[config.mk]
export PLATFORM = sky130hd
export DESIGN_NAME = serial_sub_ctrl_flat
export DESIGN_NICKNAME = d
export VERILOG_FILES = /design/src/rtl/serial_sub_ctrl_if.sv /design/src/rtl/serial_sub_ctrl.sv /design/src/flat_wrapper.sv
export SDC_FILE = /design/constraint.sdc
export NUM_CORES = 1
export LEC_CHECK = 0
export ABC_AREA = 0
export BUFFER_PORTS_ARGS = -buffer_cell sky130_fd_sc_hd__clkbuf_2
export CAP_MARGIN = 0
export CORE_MARGIN = 1
export CORE_UTILIZATION = 57
export DETAILED_ROUTE_END_ITERATION = 8
export PLACE_DENSITY = 0.82
export SLEW_MARGIN = 25
export SYNTH_ARGS = -nofsm -noshare
export SYNTH_HDL_FRONTEND = slang
export SYNTH_SLANG_ARGS = --single-unit
[constraint.sdc]
create_clock -name clk -period 3.8 [get_ports clk]
set_input_delay 0.57 -clock clk [delete_from_list [all_inputs] [get_ports clk]]
set_output_delay 0.57 -clock clk [all_outputs]
set_load 0.02 [all_outputs]
[src/rtl/serial_sub_ctrl_if.sv]
// serial_sub_ctrl_if: operand/result handshake bundle for serial_sub_ctrl; ovf exists only under SERIAL_SUB_OVF_EN
interface serial_sub_ctrl_if #(parameter int WIDTH = 8);
  logic start, in_ready, out_valid, out_ready, bor, busy;
  logic [WIDTH-1:0] a, b, dif;
`ifdef SERIAL_SUB_OVF_EN
  logic ovf;
  modport master(output start, a, b, out_ready, input in_ready, out_valid, dif, bor, busy, ovf);
  modport slave(input start, a, b, out_ready, output in_ready, out_valid, dif, bor, busy, ovf);
`else
  modport master(output start, a, b, out_ready, input in_ready, out_valid, dif, bor, busy);
  modport slave(input start, a, b, out_ready, output in_ready, out_valid, dif, bor, busy);
`endif
endinterface

[src/rtl/serial_sub_ctrl.sv]
// serial_sub_ctrl: bit-serial A-B, LSB first, one bit per clock with registered borrow; SERIAL_SUB_OVF_EN adds signed overflow
module serial_sub_ctrl #(parameter int WIDTH = 8) (
  input logic clk,
  input logic rst,
  serial_sub_ctrl_if.slave io
);
  localparam int CW = $clog2(WIDTH);
  typedef enum logic [1:0] {IDLE, RUN, DONE} state_t;
  state_t state_q, state_d;
  logic [WIDTH-1:0] a_sh_q, a_sh_d, b_sh_q, b_sh_d, dif_sh_q, dif_sh_d, dif_q, dif_d;
  logic [CW-1:0] cnt_q, cnt_d;
  logic br_q, br_d, bor_q, bor_d;
  logic x, y, d, br_n;
  logic [WIDTH-1:0] dif_sh_n;
  assign x = a_sh_q[0];
  assign y = b_sh_q[0];
  assign d = x ^ y ^ br_q;
  assign br_n = (~x & y) | (~(x ^ y) & br_q);
  assign dif_sh_n = {d, dif_sh_q[WIDTH-1:1]};
`ifdef SERIAL_SUB_OVF_EN
  logic am_q, am_d, bm_q, bm_d, ovf_q, ovf_d;
  assign io.ovf = ovf_q;
`endif
  always_comb begin
    state_d = state_q;
    a_sh_d = a_sh_q;
    b_sh_d = b_sh_q;
    dif_sh_d = dif_sh_q;
    cnt_d = cnt_q;
    br_d = br_q;
    dif_d = dif_q;
    bor_d = bor_q;
`ifdef SERIAL_SUB_OVF_EN
    am_d = am_q;
    bm_d = bm_q;
    ovf_d = ovf_q;
`endif
    if (state_q == IDLE && io.start) begin
      a_sh_d = io.a;
      b_sh_d = io.b;
      br_d = 1'b0;
      cnt_d = '0;
      dif_sh_d = '0;
      state_d = RUN;
`ifdef SERIAL_SUB_OVF_EN
      am_d = io.a[WIDTH-1];
      bm_d = io.b[WIDTH-1];
`endif
    end else if (state_q == RUN) begin
      a_sh_d = a_sh_q >> 1;
      b_sh_d = b_sh_q >> 1;
      dif_sh_d = dif_sh_n;
      br_d = br_n;
      cnt_d = cnt_q + 1'b1;
      // the final bit lands straight in the held result registers
      if (cnt_q == CW'(WIDTH - 1)) begin
        state_d = DONE;
        dif_d = dif_sh_n;
        bor_d = br_n;
`ifdef SERIAL_SUB_OVF_EN
        ovf_d = (am_q ^ bm_q) & (am_q ^ d);
`endif
      end
    end else if (state_q == DONE && io.out_ready) begin
      state_d = IDLE;
    end
  end
  always_ff @(posedge clk) begin
    if (rst) begin
      state_q <= IDLE;
      a_sh_q <= '0;
      b_sh_q <= '0;
      dif_sh_q <= '0;
      cnt_q <= '0;
      br_q <= 1'b0;
      dif_q <= '0;
      bor_q <= 1'b0;
`ifdef SERIAL_SUB_OVF_EN
      am_q <= 1'b0;
      bm_q <= 1'b0;
      ovf_q <= 1'b0;
`endif
    end else begin
      state_q <= state_d;
      a_sh_q <= a_sh_d;
      b_sh_q <= b_sh_d;
      dif_sh_q <= dif_sh_d;
      cnt_q <= cnt_d;
      br_q <= br_d;
      dif_q <= dif_d;
      bor_q <= bor_d;
`ifdef SERIAL_SUB_OVF_EN
      am_q <= am_d;
      bm_q <= bm_d;
      ovf_q <= ovf_d;
`endif
    end
  end
  assign io.in_ready = state_q == IDLE;
  assign io.busy = state_q == RUN;
  assign io.out_valid = state_q == DONE;
  assign io.dif = dif_q;
  assign io.bor = bor_q;
endmodule

[src/flat_wrapper.sv]
// flat-port wrapper written by rule: the top's interface ports become plain ports
module serial_sub_ctrl_flat 
#(parameter int WIDTH = 8)
  (clk, rst, io_start, io_a, io_b, io_out_ready, io_in_ready, io_out_valid, io_dif, io_bor, io_busy);
  serial_sub_ctrl_if #(.WIDTH(WIDTH)) io_i ();
  input logic clk;
  input logic rst;
  input wire logic [$bits(io_i.start)-1:0] io_start;
  input wire logic [$bits(io_i.a)-1:0] io_a;
  input wire logic [$bits(io_i.b)-1:0] io_b;
  input wire logic [$bits(io_i.out_ready)-1:0] io_out_ready;
  output wire logic [$bits(io_i.in_ready)-1:0] io_in_ready;
  output wire logic [$bits(io_i.out_valid)-1:0] io_out_valid;
  output wire logic [$bits(io_i.dif)-1:0] io_dif;
  output wire logic [$bits(io_i.bor)-1:0] io_bor;
  output wire logic [$bits(io_i.busy)-1:0] io_busy;
  assign io_i.start = io_start;
  assign io_i.a = io_a;
  assign io_i.b = io_b;
  assign io_i.out_ready = io_out_ready;
  assign io_in_ready = io_i.in_ready;
  assign io_out_valid = io_i.out_valid;
  assign io_dif = io_i.dif;
  assign io_bor = io_i.bor;
  assign io_busy = io_i.busy;
  serial_sub_ctrl #(.WIDTH(WIDTH)) u_core (.clk(clk), .rst(rst), .io(io_i));
endmodule
==> impl_metrics.ini, run 1 <==
[cts]
clockBufferDepth = 2
cts_resized = 0
htreeDepth = 2
hold_buffers = 0
cts_made_buffers = 5
cts_setup_buffers = 0
clock_sinks = 38
tritoncts = yes
clk_pin_slew_ns = 0.10
cts_root_buffer = clkbuf_4
clk_latency_ns = 0.34

[critical_path]
critPathLaunchType = flop
cp_cell_sequence = nand2b_1 > inv_2 > clkbuf_2
rrSetupSlack_ns = 1.99
reg2reg_from = u_core.state_q[1]
critPathMaxFanout = 34
crit_start = u_core.state_q[0]
critPathMaxStageDelay_ns = 0.56
required_ns = 3.23
r2r_cells = 3
path_class = reg -> out
critPathArrivalTime_ns = 1.75
reg2reg_to = u_core.br_q
end_kind = output pin
slowest_stage = dfxtp_1

[synthesis]
synth_seq_cells = 38
yosysTopAreaCell = dfxtp_1
synthTopCellsByArea = dfxtp_1, a21oi_1, nand2_1
synth_edf_count = 0
synth_nets = 219
yosysMostFrequentCell = nand2_1
ys.flop_type = dfxtp_1
synth_top_area_share_pct = 47.9
synthTopCellsByCount = nand2_1, a21oi_1, dfxtp_1
synth_seq_area_share_pct = 47.9
synth_cell_types = 25
postSynthAreaPerCell_um2 = 8.09
synth_cells = 196
synth-async-reset-ratio_pct = 0
syn_area_um2 = 1590
yosysWarnings = 0

[timing]
worstMarginPinSlew_ns = 0.830
fin_skew_ns = 0.00948
whs_ns = 0.436
setup_tns_ns = 0
grt_setup_unrepaired = false
slew_headroom_pct = 44.5
fin_crit_sh_pct = 61.1
setup_viol = 0
period_minus_slack_ns = 2.32
finalMaxSlewViolations = 0
max_freq_mhz = 431
hold_viol = 0

[floorplanning]
start_util_pct = 62.3
rows = 18
ioPinCount = 32
die_y_um = 54.8
dieWidth_um = 54.8
core_um2 = 2540
die-area_um2 = 3000

[global_routing]
antenna_found_initial = 0
grt_use_met1_pct = 31.1
use_met3_pct = 8.33
grt.total_usage_pct = 24.9
grt_max_degree = 35
gr-total-overflow = 0
met2_usage_pct = 40.8
grt_first_pass_wirelength_mm = 5.26
grt_most_used_layer = met2
grt_pass1_vias = 1221

[status]
outcome = completed

[cells_and_area]
n_antenna_cell = 0
nets = 242
drive_above_1_share_pct = 20.5
areaGrowthSynthToFinish_pct = 11.0

[worst_hold_path]
min_to = u_core.a_sh_q[7]
min_path_type = in -> reg
holdPathStages = 3
hp-start = io_a[7]

[power_and_ir_drop]
leakage_nw = 0.690
vdd_drop_max_mv = 0.360
p_per_area_nw_per_um2 = 420

[routing]
wl_mm = 3.19
firstDrtPassIters = 4
wl_per_cell_um = 12.7
via_per_inst = 5.52
ant_nets = 0
drt_iter0_drc = 31
dr_total_vias = 1381
drc = 0

[placed_design]
place.gp.congestion = 0.737
port_buffers = 31
place_hpwl_mm = 2.16

[run]
max_cap_violations = 0
## cells by family (layout without fill, tap and decap cells)
family	after synthesis	after routing	share of synthesized area, %
xor+xnor	1	1	0.552
buf+inv	21	45	6.54
flops	38	38	47.9
fa+ha+maj	3	3	2.84
compound gates	55	55	21.1
simple gates	78	78	21.0
## worst max-delay path: cells and delay by family (launching register included)
kind / cells / cell delay, ns
DFF: 1 / 0.56
buffers and inverters: 2 / 0.70
and+or+nand+nor: 1 / 0.15
## final cells by class
type / count / area, um2
repair buffers: 32 / 163
inverters: 5 / 18.8
clock inverters: 1 / 5.00
multi-input cells: 137 / 722
fillers: 215 / 783
well taps: 30 / 37.5
clock buffers: 7 / 55.1
flip-flops and latches: 38 / 761
## layout by cell type, fill, tap and decap left out, drive strengths merged
master	count
a211oi	11
a21oi	38
a311oi	2
buf	1
clkbuf	38
clkinv	1
dfxtp	38
fa	1
ha	2
inv	5
nand2	40
nand2b	3
nand3	10
nand3b	1
nor2	21
nor2b	1
nor3b	1
o21ai	1
o221a	3
or3b	1
xnor2	1
## sequential cells by signal, indices dropped and copies added (netlist names)
register,flops
u_core.a_sh_q,8
u_core.b_sh_q,8
u_core.io.dif,8
u_core.dif_sh_q,7
u_core.cnt_q,3
u_core.state_q,2
u_core.br_q,1
u_core.io.bor,1
## power breakdown
part / internal, W / leakage (nW) / switching [W]
Clock: 0.0000897 / 0.0353 / 0.000126
Sequential: 0.000417 / 0.310 / 0.0000143
Combinational: 0.0000354 / 0.345 / 0.0000570
## metrics by stage
stage | util (%) | cells | power, W | cell area, um2 | setup WS (ns)
final | 69.2 | 250 | 0.000740 | 1760 | 1.48
after global placement | 66.9 | 242 | 0.000526 | 1700 | 1.89
after floorplan | - | 196 | 0.000510 | 1590 | 2.23
after detailed placement | 66.9 | 242 | 0.000532 | 1700 | 1.84
after CTS | 69.2 | 250 | 0.000746 | 1760 | 1.49
after global routing | 69.2 | 250 | 0.000779 | 1760 | 1.31
## metal layers
layer | routed length [um] | up-vias
met5 | 0 | -
met4 | 21 | 0
met3 | 138 | 2
met2 | 1520 | 28
met1 | 1510 | 642
li1 | - | 709
## how the worst max path moves through the flow
stage	slack, ns	endpoint
finish	1.48	io_busy
global route	1.31	io_busy
CTS	1.49	io_busy
detailed placement	1.84	u_core.br_q
global placement	1.89	u_core.br_q
floorplan	2.23	io_out_valid
(Power assumes the default switching activity.)
==> inputs of run 2 (changes only) <==
- CORE_UTILIZATION: 57 -> 48
- PLACE_DENSITY: 0.82 -> 0.74
- clock period: 3.8 -> 2 ns (I/O delays scaled with it)
==> run 2 against run 1 <==
  * Die area is 18% higher
  * Core utilization decreased by 10 points
  * Sequential power is 89% higher
  * Sequential share of layout area decreased by 1.7 points
  * Cell count is 7.6% higher
  * Design area is 4.0% higher
  * Global-route usage is 5.3 points lower
  * Non-clock buffer count increased by 5
  * Via count decreased by 1.4%
  * Power increased by 100%
  * Critical path type unchanged
==> impl_metrics.ini, run 2 (synthesis gave the netlist of run 1 again) <==
[placed_design]
place_hpwl_mm = 2.06
place.gp.congestion = 0.758
dp_cells = 261
port_buffers = 31

[timing]
max_freq_mhz = 574
hold_viol = 0
period_minus_slack_ns = 1.74
fin_crit_sh_pct = 87.1
slew_headroom_pct = 70.1
worstMarginPinSlew_ns = 0.449
grt_setup_unrepaired = false
finalMaxSlewViolations = 0
setup_viol = 0
whs_ns = 0.170
setup_tns_ns = 0
fin_skew_ns = 0.00746

[critical_path]
critPathArrivalTime_ns = 1.44
critPathMaxFanout = 17
critPathLaunchType = flop
end_kind = output pin
required_ns = 1.70
path_class = reg -> out

[global_routing]
grt_first_pass_wirelength_mm = 5.22
grt.total_usage_pct = 19.6
grt_pass1_vias = 1180
antenna_found_initial = 0
grt_max_degree = 28
gr-total-overflow = 0

[floorplanning]
start_util_pct = 51.1
rows = 20
core_um2 = 3100
die_y_um = 59.5
dieWidth_um = 59.5
ioPinCount = 32
die-area_um2 = 3540

[status]
outcome = completed

[cts]
cts_setup_buffers = 0
clock_sinks = 38
cts_root_buffer = clkbuf_4
hold_buffers = 0
clockBufferDepth = 2
htreeDepth = 2
clk_pin_slew_ns = 0.11
cts_made_buffers = 5
clk_latency_ns = 0.33
cts_resized = 0
tritoncts = yes

[cells_and_area]
areaGrowthSynthToFinish_pct = 15.5
drive_above_1_share_pct = 21.8
mostFrequentLayoutCell = nand2_1
nets = 247
final_cells = 269
n_antenna_cell = 0
final_cell_mix = nand2_1, a21oi_1, dfxtp_1, clkbuf_2, nor2_1

[routing]
via_per_inst = 5.06
drt_iter0_drc = 62
wl_mm = 3.04
ant_nets = 0
wl_per_cell_um = 11.3
dr_total_vias = 1362
drc = 0
firstDrtPassIters = 4

[power_and_ir_drop]
vdd_drop_max_mv = 0.410
leakage_nw = 0.719
p_per_area_nw_per_um2 = 820

[worst_hold_path]
min_path_type = in -> reg

[run]
max_cap_violations = 0
[run 2: layout make-up]
class	instances	area, um2
sequential	38	761
clock buffer	7	45.0
timing repair buffer	37	200
fill	313	1270
multi-input combinational	137	722
tap	44	55.1
inverter	5	18.8
clock inverter	1	30.0
[run 2: worst paths after layout]
kind                                        start                end  slack (ns)  depth (start not counted)
worst max-delay path            u_core.state_q[1]            io_busy        0.26                          3
worst min-delay path                      io_b[7]   u_core.b_sh_q[7]        0.17                          3
worst max register to register    u_core.cnt_q[0]  u_core.state_q[0]        0.38                          5
worst min register to register   u_core.io.dif[0]   u_core.io.dif[0]        0.46                          2
[run 2: metrics by stage]
step           power, W  setup slack, ns  area [um2]  util (%)
2_1_floorplan  0.000969            0.703        1590         -
3_3_place_gp    0.00102            0.419        1760      56.6
3_5_place_dp    0.00102            0.374        1760      56.6
4_1_cts         0.00151            0.263        1830      59.0
5_1_grt         0.00158            0.157        1830      59.0
6_report        0.00150            0.259        1830      59.0
[run 2: routing by layer]
metal  wire [um]  GRT usage [%]
met5           0              0
met4          33           7.97
met3         154           4.59
met2        1320           29.4
met1        1530           27.0
[run 2: where the power goes]
group	switching (W)	total, W	internal, W	leakage, nW
Clock	0.000234	0.000499	0.000265	0.0395
Combinational	0.000110	0.000187	0.0000764	0.369
Sequential	0.0000226	0.000816	0.000793	0.310
Total	0.000367	0.00150	0.00113	0.719
[run 2: critical path, cell delays in order, from the launching register on]
cell and delay (ns):
dfxtp_1 0.45, nand2b_1 0.23, inv_2 0.21, clkbuf_2 0.22
==> inputs of run 3 (changes only) <==
- ABC_AREA: 0 -> 1
- CORE_UTILIZATION: 48 -> 49
==> run 3 against run 2 <==
  * First-iteration DRC count up 13%
  * Clock skew down 0.0036 ns
  * Routed wire length up 18%
  * Synthesized cell count up 22%
  * Fmax down 6.5%
  * Critical path type unchanged
  * Critical endpoint unchanged
  * Largest cell class is now multi-input combinational cells
==> impl_metrics.ini, run 3 <==
[status]
outcome = completed

[routing]
ant_nets = 0
via_per_inst = 4.79
wl_mm = 3.58
wl_per_cell_um = 11.4
dr_total_vias = 1504
drt_iter0_drc = 70
drc = 0
firstDrtPassIters = 4

[timing]
final.setup.worst_slack_ns = 0.137
hold_viol = 0
fin_skew_ns = 0.00385
setup_tns_ns = 0
setup_viol = 0
worstMarginPinSlew_ns = 0.564
period_minus_slack_ns = 1.86
fin_crit_sh_pct = 93.1
slew_headroom_pct = 62.3
finalMaxSlewViolations = 0
grt_setup_unrepaired = false
max_freq_mhz = 537

[critical_path]
slowest_stage = dfxtp_1
critPathMaxStageDelay_ns = 0.53
end_kind = output pin
critPathArrivalTime_ns = 1.56
required_ns = 1.70
path_class = reg -> out
critPathLaunchType = flop
cp_cell_sequence = inv_1 > nor2_4 > clkbuf_2
path_buf_inv = 2
critical_path.top_delay_family = flip-flops
critPathMaxFanout = 14

[cts]
htreeDepth = 2
clock_sinks = 38
cts_resized = 0
clk_pin_slew_ns = 0.11
clk_latency_ns = 0.35
hold_buffers = 0
cts_setup_buffers = 0
cts_made_buffers = 5
tritoncts = yes
clockBufferDepth = 2
cts_root_buffer = clkbuf_4

[power_and_ir_drop]
netSwitchingFraction_pct = 28.4
p_clk_share_pct = 29.8
switchingPower_w = 0.000409
leakage_nw = 0.898
p_comb_share_pct = 13.9
p_int_w = 0.00103
p_per_area_nw_per_um2 = 723
power_frac_seq_pct = 56.3
vdd_drop_max_mv = 0.477

[synthesis]
synth_nets = 263
synthMuxAreaShare_pct = 0
synthXorXnorAreaFrac_pct = 0.488
ys.flop_type = dfxtp_1
synth_compound_area_share_pct = 12.5
synth-async-reset-ratio_pct = 0
synth_seq_area_share_pct = 42.4
synth_top_area_share_pct = 42.4
yosys.area_share.simple_pct = 31.7
synthTopCellsByCount = nand2_1, dfxtp_1, nand3_1
synth_cells = 240
yosysTopAreaCell = dfxtp_1
yosysMostFrequentCell = nand2_1
yosysWarnings = 0
postSynthAreaPerCell_um2 = 7.48
synthAdderAreaFrac_pct = 2.51
synth_edf_count = 0
synth_cell_types = 23
synth_seq_cells = 38
synthTopCellsByArea = dfxtp_1, nand2_1, nand3_1
synth_top_family_by_area = simple AND/OR/NAND/NOR gates
syn_area_um2 = 1790

[cells_and_area]
seqCellArea_um2 = 761
areaGrowthSynthToFinish_pct = 10.9
fill_cells = 335
drive_above_1_share_pct = 26.1
n_antenna_cell = 0
final_cell_mix = nand2_1, dfxtp_1, clkbuf_2, nand3_1
nets = 290
mostFrequentLayoutCell = nand2_1
multi_input_area_um2 = 847

[global_routing]
grt.total_usage_pct = 20.6
grt_max_degree = 26
antenna_found_initial = 0
grt_pass1_vias = 1400
grt_first_pass_wirelength_mm = 6.27
gr-total-overflow = 0

[floorplanning]
die_y_um = 62.5
core_um2 = 3420
rows = 21
die-area_um2 = 3910
start_util_pct = 52.5
ioPinCount = 32
dieWidth_um = 62.5

[run]
max_cap_violations = 0

[placed_design]
port_buffers = 31
place.gp.congestion = 0.830
pre_cts_ws_ns = 0.503
place_hpwl_mm = 2.40

[worst_hold_path]
min_path_type = in -> reg
==> run 3: changes by cell type after synthesis, sizes merged, moves of 2 or more <==
cell | previous run | this run
nand3 | 10 | 26
o221a | 3 | 0
a21oi | 38 | 31
nand2 | 40 | 87
a211oi | 11 | 0
a311oi | 2 | 0
nand2b | 3 | 0
clkbuf | 4 | 2
inv | 5 | 22
o21ai | 1 | 4
nor2 | 21 | 14
==> run 3: through the flow <==
stage	hold slack, ns	utilization [%]	std cells	power [W]	cell area, um2
after floorplan	0.443	-	240	0.000993	1790
after global placement	0.450	56.4	306	0.00103	1930
after detailed placement	0.456	56.4	306	0.00103	1930
after CTS	0.160	58.2	314	0.00145	1990
after global routing	0.178	58.2	314	0.00152	1990
final	0.173	58.2	314	0.00144	1990
==> run 3: power groups by stage <==
stage	clock network (W)	registers, W	logic (W)
final	0.000428	0.000811	0.000200
after global routing	0.000478	0.000815	0.000226
after detailed placement	0	0.000827	0.000200
after floorplan	0	0.000820	0.000173
after CTS	0.000440	0.000810	0.000201
after global placement	0	0.000827	0.000198
==> run 3: area by class of cell <==
cell class	instances	share of cell area, %
clock inverters	2	0.629
inverters	22	4.15
clock buffers	6	2.58
flip-flops and latches	38	38.2
repair buffers	34	8.93
well taps	46	2.89
multi-input cells	166	42.6
==> run 3: per-layer routing <==
metal / vias up / part of all wire (%) / GRT usage, %
li1: 802 / - / -
met2: 31 / 44 / 31.0
met5: - / 0 / 0
met4: 0 / 2.1 / 12.2
met1: 663 / 49 / 26.6
met3: 8 / 4.0 / 4.74
==> run 3: worst register-to-register path: stages (launching register included) <==
cell and delay, ns:
dfxtp_1 0.53, inv_1 0.14, nor2_4 0.30, nand2_2 0.24
nand2_1 0.13, a21oi_1 0.06
==> run 3: cells by family after synthesis <==
logic type	after synthesis
adder cells (fa/ha/maj)	3
AO/OA/AOI/OAI	35
buffers and inverters	36
flip-flops	38
AND/OR/NAND/NOR	127
XOR/XNOR	1
==> run 3: path summary, 6_finish.rpt <==
path	start	end	cells after the start	slack [ns]
max	u_core.state_q[0]	io_busy	3	0.14
min	io_a[7]	u_core.a_sh_q[7]	3	0.17
max reg2reg	u_core.state_q[0]	u_core.io.dif[5]	5	0.48
min reg2reg	u_core.io.dif[3]	u_core.io.dif[3]	2	0.47
